===== config.mk =====
export PLATFORM = sky130hd
export DESIGN_NAME = store_rmw_ctrl
export DESIGN_NICKNAME = d
export VERILOG_FILES = /design/src/rtl/store_pkg.sv /design/src/rtl/store_rmw_ctrl_breakmem.sv /design/src/rtl/store_rmw_ctrl.sv
export SDC_FILE = /design/constraint.sdc
export NUM_CORES = 1
export LEC_CHECK = 0
export BUFFER_PORTS_ARGS = -buffer_cell sky130_fd_sc_hd__buf_2
export CAP_MARGIN = 20
export CORE_ASPECT_RATIO = 1.75
export CORE_UTILIZATION = 30
export CTS_CLUSTER_SIZE = 8
export DETAILED_ROUTE_END_ITERATION = 10
export GPL_TIMING_DRIVEN = 0
export PLACE_DENSITY = 0.52
export SLEW_MARGIN = 20
export SYNTH_ARGS = -nofsm -noshare
export SYNTH_HDL_FRONTEND = slang
export SYNTH_SLANG_ARGS = --single-unit

===== constraint.sdc =====
create_clock -name clk -period 12.09 [get_ports clk]
set_input_delay 2.418 -clock clk [delete_from_list [all_inputs] [get_ports clk]]
set_output_delay 2.418 -clock clk [all_outputs]
set_load 0.05 [all_outputs]

===== src/rtl/store_pkg.sv =====
// store_pkg: shared types for the store read-modify-write controller.
package store_pkg;

    // Store size as encoded on req_bmt.
    typedef enum logic [1:0] {
        BMT_SD = 2'b00,
        BMT_SW = 2'b01,
        BMT_SH = 2'b10,
        BMT_SB = 2'b11
    } bmt_t;

    // Controller sequencing states.
    typedef enum logic [1:0] {
        IDLE  = 2'b00,
        READ  = 2'b01,
        WAIT  = 2'b10,
        WRITE = 2'b11
    } state_t;

    // Width of the read-latency counter; covers MEM_LAT up to 7.
    localparam int CNT_W = 3;

endpackage


===== src/rtl/store_rmw_ctrl_breakmem.sv =====
// breakmem: merges the significant low bytes of a store into the doubleword
// read back from memory, according to the store size.
module breakmem
    import store_pkg::*;
#(
    parameter int DATA_W = 64
) (
    input  bmt_t              bmt,
    input  logic [DATA_W-1:0] st_data,
    input  logic [DATA_W-1:0] rd_data,
    output logic [DATA_W-1:0] wr_data
);

    logic [DATA_W-1:0] keep;

    // Select which low bits come from the store data; the rest come from memory.
    always_comb begin
        // NOTE: default assignment first so no path leaves keep unassigned (no latch).
        keep = '1;
        case (bmt)
            BMT_SD: keep = '1;
            BMT_SW: keep = DATA_W'(32'hFFFF_FFFF);
            BMT_SH: keep = DATA_W'(16'hFFFF);
            BMT_SB: keep = DATA_W'(8'hFF);
        endcase
    end

    assign wr_data = (st_data & keep) | (rd_data & ~keep);

endmodule


===== src/rtl/store_rmw_ctrl.sv =====
// store_rmw_ctrl: performs doubleword, word, halfword and byte stores to a
// doubleword-wide memory. Full-width stores write directly; narrower stores
// read the doubleword, wait MEM_LAT cycles, merge, and write it back.
module store_rmw_ctrl
    import store_pkg::*;
#(
    parameter int DATA_W  = 64,
    parameter int ADDR_W  = 64,
    parameter int MEM_LAT = 1
) (
    input  logic              clk,
    input  logic              rst,
    input  logic              req_valid,
    output logic              req_ready,
    input  logic [ADDR_W-1:0] req_addr,
    input  logic [DATA_W-1:0] req_data,
    input  logic [1:0]        req_bmt,
    output logic [ADDR_W-1:0] mem_addr,
    output logic              mem_rd_en,
    input  logic [DATA_W-1:0] mem_rd_data,
    output logic              mem_wr_en,
    output logic [DATA_W-1:0] mem_wr_data,
    output logic              done,
    output logic              busy
);

    // Counter value on the last WAIT cycle, when read data is valid.
    localparam logic [CNT_W-1:0] WAIT_LAST = CNT_W'(MEM_LAT - 1);

    state_t            state;
    logic [CNT_W-1:0]  wait_cnt;
    logic [ADDR_W-1:0] lat_addr;
    logic [DATA_W-1:0] lat_data;
    bmt_t              lat_bmt;
    logic [DATA_W-1:0] rd_reg;

    assign req_ready = (state == IDLE);
    assign busy      = (state != IDLE);
    assign mem_addr  = lat_addr;

    // Sequencer: accept a store, optionally read and wait, then write once.
    // Strobes are registered so each is high for exactly the state it belongs to.
    always_ff @(posedge clk or posedge rst) begin
        if (rst) begin
            // NOTE: the datapath registers are reset too, so mem_addr and
            // mem_wr_data read as zero while reset is held.
            state     <= IDLE;
            wait_cnt  <= '0;
            lat_addr  <= '0;
            lat_data  <= '0;
            lat_bmt   <= BMT_SD;
            rd_reg    <= '0;
            mem_rd_en <= 1'b0;
            mem_wr_en <= 1'b0;
            done      <= 1'b0;
        end else begin
            // NOTE: non-blocking assignments throughout, so every branch sees
            // the pre-edge values of state and counters.
            mem_rd_en <= 1'b0;
            mem_wr_en <= 1'b0;
            done      <= 1'b0;
            case (state)
                IDLE: begin
                    if (req_valid) begin
                        lat_addr <= req_addr;
                        lat_data <= req_data;
                        lat_bmt  <= bmt_t'(req_bmt);
                        if (bmt_t'(req_bmt) == BMT_SD) begin
                            state     <= WRITE;
                            mem_wr_en <= 1'b1;
                            done      <= 1'b1;
                        end else begin
                            state     <= READ;
                            mem_rd_en <= 1'b1;
                        end
                    end
                end
                READ: begin
                    state    <= WAIT;
                    wait_cnt <= '0;
                end
                WAIT: begin
                    if (wait_cnt == WAIT_LAST) begin
                        rd_reg    <= mem_rd_data;
                        state     <= WRITE;
                        mem_wr_en <= 1'b1;
                        done      <= 1'b1;
                    end else begin
                        wait_cnt <= wait_cnt + CNT_W'(1);
                    end
                end
                WRITE: begin
                    state <= IDLE;
                end
                default: begin
                    state <= IDLE;
                end
            endcase
        end
    end

    breakmem #(
        .DATA_W (DATA_W)
    ) u_merge (
        .bmt     (lat_bmt),
        .st_data (lat_data),
        .rd_data (rd_reg),
        .wr_data (mem_wr_data)
    );

endmodule

==> results.toml, run 1 <==
[worst_setup_path]
rrSetupSlack_ns = 10.34
cp_num_buf_inv = 3
end_kind = "output port"
reg2reg_depth = 6
crit_family = "buffers and inverters"
critical_path_class = "register to output port"
cp_common_cell = "buf_2"
cp_slowest_cell = "nor2_2"
cp.arrival_ns = 2.27
rr_endpoint = "lat_data[62]"
path_cells = "buf_2 > nor2_2 > buf_4 > mux2_2 > buf_2"
required_ns = 9.67
crit-reg2reg-launch = "state[0]"
crit_path_max_incr_delay_ns = 0.38
critPathMaxFanout = 10
setup.worst_path.start_class = "register"

[global_route]
grt_pass1_vias = 5918
grt_pass1_wl_mm = 33.3
grt_max_degree = 80
antenna_found_initial = 4
grt_overflow = 0
grt_usage_pct = 15.8

[logic_synthesis]
syn-num-nets = 709
yosys.area.top_type = "dfrtp_1"
synth_edf_count = 0
yosysWarnings = 0
yosys-top-cells-count = "dfrtp_1 (193), mux2_2 (163), mux2_4 (78)"
synth_cell_types = 25
ys_seq_area_share_pct = 57.6
async_flop_share_pct = 100
synth-seq-cells = 193
netlist_area_mm2 = 0.00839
synth_ff_type = "dfrtp_1"
synthTopCellsByArea = "dfrtp_1 (58%), mux2_2 (22%), mux2_4 (14%)"
yosys.cell_count.top_type = "dfrtp_1"
synth.top_cell.area_share_pct = 57.6
synthCells = 507
avgSynthCellArea_um2 = 16.5

[cts]
cts_post_setup_buffers_inserted = 0
clk_pin_slew_worst_paths_ns = 0.07
cts_max_level = 4
cts_buffer_depth = 2
cts_hold_buf = 0
cts-root-buf = "clkbuf_16"
post_cts_resized = 0
cts_sinks = 193
cts_buffers = 17
clock_latency_ns = 0.45
cts_tree = "built"

[routing]
via_count = 5365
routedWlPerCell_um = 17.5
met1_length_mm = 7.75
drt_wl_total_mm = 21.6
routed_via_density = 4.35
wl_met3_mm = 1.17
wl_met2_mm = 12.2
drc = 0
ant_nets = 0
top_layer = "met5"
drtPass1Iterations = 4
drt_iter0_drc = 118

[floorplan]
core_mm2 = 0.0273
die_w_um = 128
io_pins = 330
initial_core_util_pct = 30.7
dieHeight_um = 223
std_cell_rows = 80
dieArea_mm2 = 0.0287

[layout]
fin_util_pct = 40.7
instances_no_fill = 1234
drive_above_1_share_pct = 73.7
area_growth_pct = 32.5
seqCellArea_mm2 = 0.00483
nets = 1051
multi_input_area_mm2 = 0.00324
fillers = 2685

[run]
maxCapViolations = 0

[timing]
relSlewSlack_pct = 69.6
period_minus_slack_ns = 4.68
tightest_slew_ns = 0.457
drv_slew = 0
whs_ns = 0.501
finalCritPeriodShare_pct = 38.7
setup_viol = 0
final.setup.tns_ns = 0
rsz0062_at_grt = "no"
final_hold_viol_count = 0
fmax_mhz = 213
skew_ns = 0.00911

[place]
post-place-cells = 1199
post-dp-hpwl_mm = 16.2
gp_congestion = 0.728
portBuffers = 321

[hold_path]
holdPathEnd = "rd_reg[58]"
hold_path_depth = 1
hp-class = "register to register"
hp-start = "rd_reg[58]"

[status]
status = "complete, no violations"
-- worst register-to-register path: cells and delay by family (launching register included) --
kind / cells / cell delay [ns]
flops: 1 / 0.37
mux: 1 / 0.33
fa+ha+maj: 1 / 0.27
buf+inv: 3 / 0.51
simple gates: 1 / 0.15
-- cell usage in the layout, fill, tap and decap left out, types with 3 or more instances in the layout --
| master | n |
|---|---|
| buf_2 | 330 |
| dfrtp_1 | 193 |
| mux2_2 | 163 |
| mux2_4 | 78 |
| clkbuf_16 | 17 |
| buf_6 | 13 |
| buf_4 | 13 |
| inv_1 | 5 |
| inv_8 | 5 |
| ha_1 | 5 |
| o21ai_0 | 4 |
| clkinv_4 | 4 |
| diode_2 | 3 |
| nand2_1 | 3 |
| nand2b_1 | 3 |
-- layout make-up --
type,instances,area share [%]
Inverter,6,0.270
Antenna cell,3,0.0676
Timing Repair Buffer,323,15.0
Clock inverter,14,1.33
Multi-Input combinational cell,273,29.2
Sequential cell,193,43.5
Clock buffer,18,3.95
Buffer,35,2.60
Tap cell,369,4.16
-- through the flow --
stage	setup slack [ns]	area [um^2]
after global routing	7.22	11100
after detailed placement	7.79	10500
after floorplan	4.42	8390
after global placement	1.65	10500
final	7.41	11100
after CTS	7.29	11100
-- worst max-delay path by stage --
stage / depth (start not counted) / from / slack [ns] / endpoint
2_1_floorplan: 1 / rst / 4.42 / done
3_3_place_gp: 2 / rst / 1.65 / lat_data[24]
3_5_place_dp: 5 / lat_bmt[1] / 7.79 / mem_wr_data[60]
4_1_cts: 5 / lat_bmt[1] / 7.29 / mem_wr_data[61]
5_1_grt: 5 / lat_bmt[1] / 7.22 / mem_wr_data[59]
6_report: 5 / lat_bmt[1] / 7.41 / mem_wr_data[50]
-- per-layer routing --
metal	track usage [%]	up-vias
met4	6.79	2
met3	4.68	26
met5	0	-
met2	29.4	178
li1	-	2472
met1	16.0	2687
-- kinds of logic (layout without fill, tap and decap cells) --
| logic type | after synthesis | in the layout | share of synthesized area [%] |
|---|---|---|---|
| other | 0 | 3 | 0 |
| flip-flops | 193 | 193 | 57.6 |
| adder cells (fa/ha/maj) | 5 | 5 | 0.746 |
| AND/OR/NAND/NOR | 17 | 17 | 1.27 |
| buffers and inverters | 41 | 396 | 3.72 |
| multiplexers | 242 | 242 | 36.0 |
| AO/OA/AOI/OAI | 9 | 9 | 0.687 |
Power of run 1 is not shown: default switching activity piles up to over one toggle a cycle in this logic, so the estimate is an artifact.
==> run 2, diff against run 1 <==
--- a/config.mk
+++ b/config.mk
@@ -5,6 +5,7 @@
 export SDC_FILE = /design/constraint.sdc
 export NUM_CORES = 1
 export LEC_CHECK = 0
+export ABC_AREA = 1
 export BUFFER_PORTS_ARGS = -buffer_cell sky130_fd_sc_hd__buf_2
 export CAP_MARGIN = 20
 export CORE_ASPECT_RATIO = 1.75
==> constraint.sdc (replaced) <==
create_clock -name clk -period 4.6 [get_ports clk]
set_input_delay 0.92 -clock clk [delete_from_list [all_inputs] [get_ports clk]]
set_output_delay 0.92 -clock clk [all_outputs]
set_load 0.05 [all_outputs]
==> run 2 against run 1 <==
Critical path depth unchanged. Non-clock buffer count rose by 34. Hold slack lost 0.024 ns. Global-route usage rose by 3.5 points. Wire length is 21% higher. Critical endpoint is now mem_wr_data[15]. Largest cell class unchanged. Highest routed layer unchanged.
==> results.toml, run 2 <==
[status]
status = "complete, no violations"

[floorplan]
std_cell_rows = 79
core_mm2 = 0.0268
dieHeight_um = 221
io_pins = 330
die_w_um = 127
initial_core_util_pct = 30.8
dieArea_mm2 = 0.0282

[place]
post-dp-hpwl_mm = 20.1
gp_congestion = 0.774
post-place-cells = 1705
portBuffers = 321

[power_and_ir_drop]
p_per_area_mw_per_mm2 = 892
peakVddDrop_mv = 0.353
leakage_nw = 6.43

[layout]
instances_no_fill = 1741
nets = 1562
fillers = 2858
drive_above_1_share_pct = 29.8
fin_util_pct = 41.5
area_growth_pct = 35.0
final_common_cell = "nand2_1"
final_cell_mix = "nand2_1 (529), buf_2 (346), dfrtp_1 (193)"

[global_route]
grt_pass1_wl_mm = 40.8
antenna_found_initial = 9
grt_pass1_vias = 7651
grt_max_degree = 33
use_met2_pct = 35.4
grt_usage_pct = 19.3
grt_overflow = 0
met1_usage_pct = 20.6
top_usage_layer = "met2"
grtUsageMet3_pct = 5.15

[cts]
cts_post_setup_buffers_inserted = 0
clock_latency_ns = 0.46
cts_hold_buf = 0
clk_pin_slew_worst_paths_ns = 0.07
cts_max_level = 4
cts_buffers = 17
cts_sinks = 193
cts_buffer_depth = 2
cts_tree = "built"
cts-root-buf = "clkbuf_16"
post_cts_resized = 0

[routing]
ant_nets = 0
routed_via_density = 4.25
drt_wl_total_mm = 26.2
drc = 0
via_count = 7391
drtPass1Iterations = 4
drt_iter0_drc = 290
routedWlPerCell_um = 15.1

[worst_setup_path]
required_ns = 3.68
critPathLaunch = "lat_bmt[1]"
cp.arrival_ns = 2.25
crit_family = "buffers and inverters"
cp_num_buf_inv = 3
cp_common_cell = "buf_2"
critPathMaxFanout = 10
crit_path_max_incr_delay_ns = 0.49
cp_slowest_cell = "buf_1"
path_cells = "buf_2 > buf_1 > nand3_1 > nand2_1 > buf_2"
crit-reg2reg-launch = "state[0]"
setup.worst_path.start_class = "register"
crit_cells = 5
critical_path_class = "register to output port"
end_kind = "output port"
reg2reg_depth = 7

[logic_synthesis]
synthCells = 1013
synth_ff_type = "dfrtp_1"
synth.top_cell.area_share_pct = 58.6
syn-num-nets = 1215
ys_seq_area_share_pct = 58.6
synth-simple-area-share_pct = 25.1
synth_top_family_by_area = "simple AND/OR/NAND/NOR gates"
synth_adder_area_share_pct = 0.759
synth_cell_types = 20
synth_edf_count = 0
synthTopCellsByArea = "dfrtp_1 (59%), nand2_1 (24%), o21ai_0 (7.2%)"
synth_compound_area_share_pct = 7.53
yosys.area.top_type = "dfrtp_1"
netlist_area_mm2 = 0.00824
async_flop_share_pct = 100
synth-seq-cells = 193
synth_mux_area_share_pct = 0
synth_xor_area_share_pct = 0.106
yosys-top-cells-count = "nand2_1 (529), dfrtp_1 (193), o21ai_0 (118)"
avgSynthCellArea_um2 = 8.13
yosys.cell_count.top_type = "nand2_1"
yosysWarnings = 0

[timing]
rsz0062_at_grt = "no"
finalCritPeriodShare_pct = 69.0
period_minus_slack_ns = 3.17
drv_slew = 0
whs_ns = 0.477
fmax_mhz = 315
setup_viol = 0
tightest_slew_ns = 0.587
skew_ns = 0.00651
final_hold_viol_count = 0
final.setup.tns_ns = 0
relSlewSlack_pct = 60.9

[hold_path]
hp-start = "mem_addr[55]"
hold_path_depth = 2
hp-class = "register to register"

[run]
maxCapViolations = 0
==> run 2: final cells by class <==
class	count	area, um^2	area share, %
sequential	193	4830	43.4
multi-input combinational	675	2760	24.8
timing repair buffer	328	1760	15.8
clock buffer	21	480	4.32
tap	364	455	4.09
buffer	64	343	3.08
inverter	81	308	2.77
clock inverter	11	175	1.57
antenna	4	10.0	0.0900
==> run 2: path summary, 6_finish.rpt <==
path | endpoint | slack, ns
max in group asynchronous | lat_data[29] | 3.09
worst min register to register | mem_addr[55] | 0.48
worst max-delay path | mem_wr_data[15] | 1.43
worst max register to register | lat_data[33] | 2.78
min in group asynchronous | mem_addr[7] | 0.52
worst min-delay path | mem_addr[55] | 0.48
==> run 2: where the power goes <==
part / total [mW] / switching [mW] / leakage, nW / internal [mW]
clock network: 1.66 / 0.685 / 0.316 / 0.973
logic: 5.36 / 4.12 / 3.72 / 1.25
registers: 2.90 / 0.400 / 2.40 / 2.50
total: 9.92 / 5.20 / 6.43 / 4.72
==> run 2: through the flow <==
| step | cell area, um^2 | setup WS [ns] | power [mW] |
|---|---|---|---|
| floorplan | 8240 | 1.19 | 6.87 |
| global placement | 10300 | -0.254 | 8.30 |
| detailed placement | 10500 | 1.86 | 8.36 |
| CTS | 11100 | 1.36 | 10.1 |
| global route | 11100 | 1.27 | 10.6 |
| finish | 11100 | 1.43 | 9.92 |
==> run 2: cell families after synthesis <==
group,after synthesis
AND/OR/NAND/NOR,545
flip-flops,193
buffers and inverters,145
AO/OA/AOI/OAI,124
adder cells (fa/ha/maj),5
XOR/XNOR,1
==> run 2: per-layer routing <==
| layer | wire [um] | part of all wire, % | vias up |
|---|---|---|---|
| li1 | - | - | 3763 |
| met1 | 10200 | 39 | 3388 |
| met2 | 14100 | 54 | 196 |
| met3 | 1250 | 4.8 | 36 |
| met4 | 632 | 2.4 | 8 |
| met5 | 53 | 0.20 | - |
==> run 2: worst reg2reg max path, stage by stage (launching register included) <==
cell	delay, ns
dfrtp_1	0.36
inv_1	0.07
ha_1	0.28
nand2_2	0.23
buf_2	0.36
buf_2	0.30
nand2_1	0.08
nand2_1	0.07
No activity file was read; power rests on OpenSTA's default activity.
